$ cat config.mk
export PLATFORM = sky130hd
export DESIGN_NAME = sram_rw_port_ctrl
export DESIGN_NICKNAME = d
export VERILOG_FILES = /design/src/rtl/sram_rw_port_ctrl.sv
export SDC_FILE = /design/constraint.sdc
export NUM_CORES = 1
export LEC_CHECK = 0
export ABC_CLOCK_PERIOD_IN_PS = 6500
export CAP_MARGIN = 10
export CELL_PAD_IN_SITES_DETAIL_PLACEMENT = 1
export CELL_PAD_IN_SITES_GLOBAL_PLACEMENT = 1
export CORE_AREA = 2 2 372 374
export DETAILED_ROUTE_END_ITERATION = 10
export DIE_AREA = 0 0 374 376
export GPL_TIMING_DRIVEN = 0
export PLACE_DENSITY_LB_ADDON = 0.15
export REMOVE_ABC_BUFFERS = 1
export SETUP_SLACK_MARGIN = 0.02
export SLEW_MARGIN = 20
export SYNTH_ARGS = -nofsm -noshare
export SYNTH_HDL_FRONTEND = slang
export SYNTH_SLANG_ARGS = --single-unit
$ cat constraint.sdc
create_clock -name clock -period 6.5 [get_ports clock]
set_input_delay 0.65 -clock clock [delete_from_list [all_inputs] [get_ports clock]]
set_output_delay 0.65 -clock clock [all_outputs]
set_load 0.01 [all_outputs]
$ cat src/rtl/sram_rw_port_ctrl.sv
// sram_rw_port_ctrl
// Front-end controller that owns the single RW0 port of a 1-cycle-latency,
// bit-masked SRAM macro. After reset it zero-fills the array, then arbitrates
// independent read and write request channels onto the port. Read data lands
// in a 2-entry response FIFO so consumers can stall without losing data.
//
// Ports
//   clock, reset            : sole clock, synchronous active-high reset
//   io_r_req_*              : read request channel (valid/ready, setIdx)
//   io_r_resp_*             : read response channel (valid/ready, data)
//   io_w_req_*              : write request channel (valid/ready, setIdx, data, mask)
//   io_init_done            : high once the zero-fill has finished
//   RW0_addr/en/wmode/wmask/wdata : macro command, driven combinationally
//   RW0_rdata               : macro read data, valid the cycle after a read
module sram_rw_port_ctrl #(
  parameter int unsigned SETS          = 128,
  parameter int unsigned ADDR_W        = 7,
  parameter int unsigned WIDTH         = 152,
  parameter bit          INIT_ON_RESET = 1'b1,
  parameter int unsigned STARVE_LIMIT  = 4
) (
  input  logic              clock,
  input  logic              reset,
  input  logic              io_r_req_valid,
  output logic              io_r_req_ready,
  input  logic [ADDR_W-1:0] io_r_req_bits_setIdx,
  output logic              io_r_resp_valid,
  input  logic              io_r_resp_ready,
  output logic [WIDTH-1:0]  io_r_resp_bits_data,
  input  logic              io_w_req_valid,
  output logic              io_w_req_ready,
  input  logic [ADDR_W-1:0] io_w_req_bits_setIdx,
  input  logic [WIDTH-1:0]  io_w_req_bits_data,
  input  logic [WIDTH-1:0]  io_w_req_bits_mask,
  output logic              io_init_done,
  output logic [ADDR_W-1:0] RW0_addr,
  output logic              RW0_en,
  output logic              RW0_wmode,
  output logic [WIDTH-1:0]  RW0_wmask,
  output logic [WIDTH-1:0]  RW0_wdata,
  input  logic [WIDTH-1:0]  RW0_rdata
);

  localparam int unsigned SW = (STARVE_LIMIT < 1) ? 1 : $clog2(STARVE_LIMIT + 1);

  typedef enum logic {
    INIT = 1'b0,
    RUN  = 1'b1
  } state_t;

  state_t            state;
  state_t            state_next;
  // Low only in the first cycle after reset, so that cycle leaves the port idle
  logic              init_armed;
  logic [ADDR_W-1:0] init_cnt;
  logic              inflight;
  logic [SW-1:0]     starve_cnt;
  logic [1:0]        fifo_count;
  logic [WIDTH-1:0]  fifo_head;
  logic [WIDTH-1:0]  fifo_tail;

  logic              resp_pop;
  logic [1:0]        credit;
  logic              read_eligible;
  logic              starve_hit;
  logic              read_wins;
  logic              r_fire;
  logic              w_fire;

  // Credit counts queued responses plus the read whose data arrives next
  // cycle; a pop happening this cycle frees its slot in time for a new read.
  assign resp_pop      = (fifo_count != 2'd0) & io_r_resp_ready;
  assign credit        = fifo_count + {1'b0, inflight};
  assign read_eligible = (credit - {1'b0, resp_pop}) < 2'd2;
  assign starve_hit    = (starve_cnt == SW'(STARVE_LIMIT));
  // Writes win unless the read has been starved long enough; an ineligible
  // read never takes the port, so the write is not stalled for nothing.
  assign read_wins     = io_r_req_valid & read_eligible & (starve_hit | ~io_w_req_valid);

  assign io_init_done        = (state == RUN);
  assign io_r_resp_valid     = (fifo_count != 2'd0);
  assign io_r_resp_bits_data = fifo_head;

  // Next-state, request readies and the macro command
  always_comb begin
    state_next     = state;
    io_r_req_ready = 1'b0;
    io_w_req_ready = 1'b0;
    r_fire         = 1'b0;
    w_fire         = 1'b0;
    RW0_en         = 1'b0;
    RW0_wmode      = 1'b0;
    RW0_addr       = '0;
    RW0_wmask      = '0;
    RW0_wdata      = '0;
    case (state)
      INIT: begin
        if (INIT_ON_RESET) begin
          if (init_armed) begin
            RW0_en    = 1'b1;
            RW0_wmode = 1'b1;
            RW0_addr  = init_cnt;
            RW0_wmask = '1;
            if (init_cnt == ADDR_W'(SETS - 1)) begin
              state_next = RUN;
            end
          end
        end else begin
          state_next = RUN;
        end
      end
      RUN: begin
        io_r_req_ready = read_wins;
        io_w_req_ready = ~read_wins;
        r_fire         = read_wins;
        w_fire         = io_w_req_valid & ~read_wins;
        if (w_fire) begin
          RW0_en    = 1'b1;
          RW0_wmode = 1'b1;
          RW0_addr  = io_w_req_bits_setIdx;
          RW0_wmask = io_w_req_bits_mask;
          RW0_wdata = io_w_req_bits_data;
        end else if (r_fire) begin
          RW0_en   = 1'b1;
          RW0_addr = io_r_req_bits_setIdx;
        end
      end
      default: state_next = INIT;
    endcase
  end

  // Control state: FSM, init counter, in-flight flag, starvation counter and
  // FIFO occupancy. The in-flight read is pushed the cycle after it issued.
  always_ff @(posedge clock) begin
    if (reset) begin
      state      <= INIT;
      init_armed <= 1'b0;
      init_cnt   <= '0;
      inflight   <= 1'b0;
      starve_cnt <= '0;
      fifo_count <= 2'd0;
    end else begin
      state      <= state_next;
      init_armed <= 1'b1;
      inflight   <= r_fire;
      fifo_count <= fifo_count + {1'b0, inflight} - {1'b0, resp_pop};
      if (state == INIT && init_armed) begin
        init_cnt <= init_cnt + ADDR_W'(1);
      end
      if (state == RUN) begin
        if (r_fire || !io_r_req_valid) begin
          starve_cnt <= '0;
        end else if (read_eligible && w_fire) begin
          starve_cnt <= starve_cnt + SW'(1);
        end
      end
    end
  end

  // FIFO storage: the head is always the oldest entry, so a pop shifts the
  // tail forward and a push lands in whichever slot is next free.
  always_ff @(posedge clock) begin
    case ({inflight, resp_pop})
      2'b01: fifo_head <= fifo_tail;
      2'b10: begin
        if (fifo_count == 2'd0) begin
          fifo_head <= RW0_rdata;
        end else begin
          fifo_tail <= RW0_rdata;
        end
      end
      2'b11: begin
        if (fifo_count == 2'd2) begin
          fifo_head <= fifo_tail;
          fifo_tail <= RW0_rdata;
        end else begin
          fifo_head <= RW0_rdata;
        end
      end
      default: ;
    endcase
  end

endmodule
==> flow_metrics.tcl <==
set metrics [dict create \
    hp-class "reg2reg" \
    hpwl_um 130500 \
    critPathMaxStageDelay_ns 0.97 \
    relSlewSlack_pct 38.03 \
    cp_cell_sequence "clkdlybuf4s50_1, nor2b_2, nand2_1, o21ai_0, ha_1, nand2b_1, nand2b_1, a31oi_4, buf_16, buf_16, buf_16, buf_16, a21o_1, clkdlybuf4s50_1" \
    hold_buffers 0 \
    grt_usage_pct 20.10 \
    slowest_stage "clkdlybuf4s50_1" \
    tightest_slew_ns 0.9226 \
    p_clk_share_pct 42.7 \
    skew_ns 0.02491 \
    cts-root-buf "clkbuf_16" \
    clock_path_buffers 3 \
    nets 2363 \
    antenna_found_initial 123 \
    htree_num_levels 2 \
    synthesis.instances 937 \
    syn_avg_cell_area_um2 15.16 \
    die_w_um 374 \
    crit_fanout 27 \
    wl_um 145100 \
    grt_max_degree 74 \
    fin_crit_sh_pct 82.73 \
    port-buffer-count 943 \
    synth_edf_count 304 \
    crit_path_start_kind "input port" \
    cap_viol_max_count 0 \
    drt_iter0_drc 538 \
    drive_gt1_share_pct 12.44 \
    insertion_delay_ns 0.56 \
    first_global_vias 13420 \
    rows 136 \
    fill_cells 15250 \
    p_comb_share_pct 13.2 \
    instances_no_fill 3719 \
    post_cts_buffers 0 \
    syn_area_um2 14210 \
    ys_types 42 \
    fp.dieArea_um2 140600 \
    setup_viol 0 \
    grt_overflow_total 0 \
    drtPass1Iterations 4 \
    cts.sinks 319 \
    leakagePower_nw 9.870 \
    final_cell_mix "943 x clkdlybuf4s50_1, 304 x edfxtp_1, 163 x and2_1" \
    area_delta_synth_final_pct 94.70 \
    post-place-cells 3637 \
    timing.fmax_mhz 186.0 \
    vdd_drop_max_mv 0.1490 \
    worstSetupPathType "in2out" \
    rsz0062_at_grt "false" \
    critPathRequiredTime_ns 5.85 \
    p_sw_mw 1.168 \
    start_util_pct 10.40 \
    ff2ff_setup_slack_ns 4.11 \
    avgViaCountPerCell 3.363 \
    powerDensity_nw_per_um2 183.3 \
    p_int_mw 3.902 \
    place_congestion 1.105 \
    switching_share_pct 23.03 \
    cts_resized 0 \
    drv_slew 0 \
    finalHoldViolations 0 \
    status "finished, final reports clean" \
    period_minus_slack_ns 5.378 \
    grt_pass1_wl_um 176400 \
    async_flop_share_pct 0 \
    ant_nets 0 \
    numCtsBuffers 39 \
    postSynthRegisterBits 319 \
    synth_warnings 0 \
    clk_pin_slew_ns 0.06 \
    cts_tree "yes" \
    coreArea_um2 136600 \
    crit_top_cell "buf_16" \
    power_frac_seq_pct 44.1 \
    drc 0 \
    vias 12510 \
    dieHeight_um 376 \
    seq_area_frac_synth_pct 66.36 \
    finalSetupTns_ns 0 \
    worst_ep_arrival_time_ns 4.73 \
    cp-end-kind "primary output" \
    synthFlopType "edfxtp_1" \
    wl_per_cell_um 39.02 \
    final_common_cell "clkdlybuf4s50_1" \
    ios 944 \
]
-- path summary, 6_finish.rpt --
path,startpoint,end,cells past startpoint
worst max register to register,fifo_count[0],inflight,8
worst min-delay path,starve_cnt[0],starve_cnt[0],2
worst max-delay path,io_r_resp_ready,RW0_wmask[151],14
worst min register to register,starve_cnt[0],starve_cnt[0],2
-- per-layer routing --
metal  vias to the layer above  GRT usage, %  part of all wire (%)  wire length (um)
met5                         -             0                  0.40               584
met1                      6022         18.16                    31             44980
li1                       5385             -                     -                 -
met4                        90         5.821                   3.9              5689
met2                       715         39.82                    55             80130
met3                       296         8.740                   9.5             13730
-- cell type report --
cell class / count / area (um^2) / share of cell area, %
clock inverter: 17 / 206.4 / 0.7463
antenna: 12 / 30.03 / 0.1085
multi-input combinational: 541 / 4444 / 16.07
clock buffer: 53 / 1049 / 3.790
sequential: 319 / 9429 / 34.08
timing repair buffer: 976 / 10230 / 37.00
tap: 1794 / 2245 / 8.114
inverter: 7 / 26.28 / 0.09498
-- cell usage after synthesis (all sizes together) (3+ instances only) --
cell type  count  area share, %
edfxtp       304             64
and2         163            7.2
a21o         153            8.1
mux2         153             12
buf           48            1.8
clkbuf        22           0.58
dfxtp         15            2.1
nand2          9           0.24
nor2           9           0.24
a221o          7           0.49
inv            7           0.18
xor2           5           0.31
ha             4           0.35
o21ai          4           0.17
and3           3           0.13
nand2b         3           0.13
nand4          3           0.13
nor2b          3           0.15
-- stage by stage --
step | instance area [um^2] | hold slack (ns) | power (mW) | util (%) | setup slack [ns]
after floorplan | 13860 | 0.4603 | 2.391 | - | -0.8216
after global placement | 25550 | 0.4858 | 3.012 | 18.70 | -8.823
after detailed placement | 26380 | 0.5058 | 2.964 | 19.31 | 1.044
after CTS | 27630 | 0.5152 | 5.186 | 20.22 | 1.036
after global routing | 27630 | 0.5375 | 5.259 | 20.22 | 0.9324
final | 27660 | 0.5121 | 5.070 | 20.25 | 1.122
-- power by group through the flow --
stage / Clock [mW] / Sequential (mW) / Combinational [mW]
floorplan: 0 / 2.28 / 0.113
global placement: 0 / 2.28 / 0.733
detailed placement: 0 / 2.28 / 0.685
CTS: 2.26 / 2.24 / 0.692
global route: 2.33 / 2.23 / 0.698
finish: 2.17 / 2.24 / 0.668
-- sequential cells by signal (all words and copies together) (netlist names) --
register and cells:
io_r_resp_bits_data 152, io_init_done 1, init_armed 1, init_cnt 7, starve_cnt 3, fifo_count 2
inflight 1, fifo_tail 152
-- logic make-up (layout without fill, tap and decap cells) --
group | Yosys count | in the layout | share of synthesized area, %
buffers and inverters | 77 | 1053 | 2.607
muxes | 154 | 154 | 12.20
other | 0 | 12 | 0
xor gates and xnor gates | 6 | 6 | 0.3698
and+or+nand+nor | 204 | 204 | 8.832
adders and majority gates | 4 | 4 | 0.3523
DFF | 319 | 319 | 66.36
AOI/OAI and AO/OA | 173 | 173 | 9.281
-- critical path, delay by kind of cell --
| family | cells | cell delay, ns |
|---|---|---|
| adders and majority gates | 1 | 0.22 |
| buffers and inverters | 6 | 2.23 |
| and+or+nand+nor | 4 | 0.77 |
| AOI/OAI and AO/OA | 3 | 0.74 |
(Power assumes the default switching activity.)
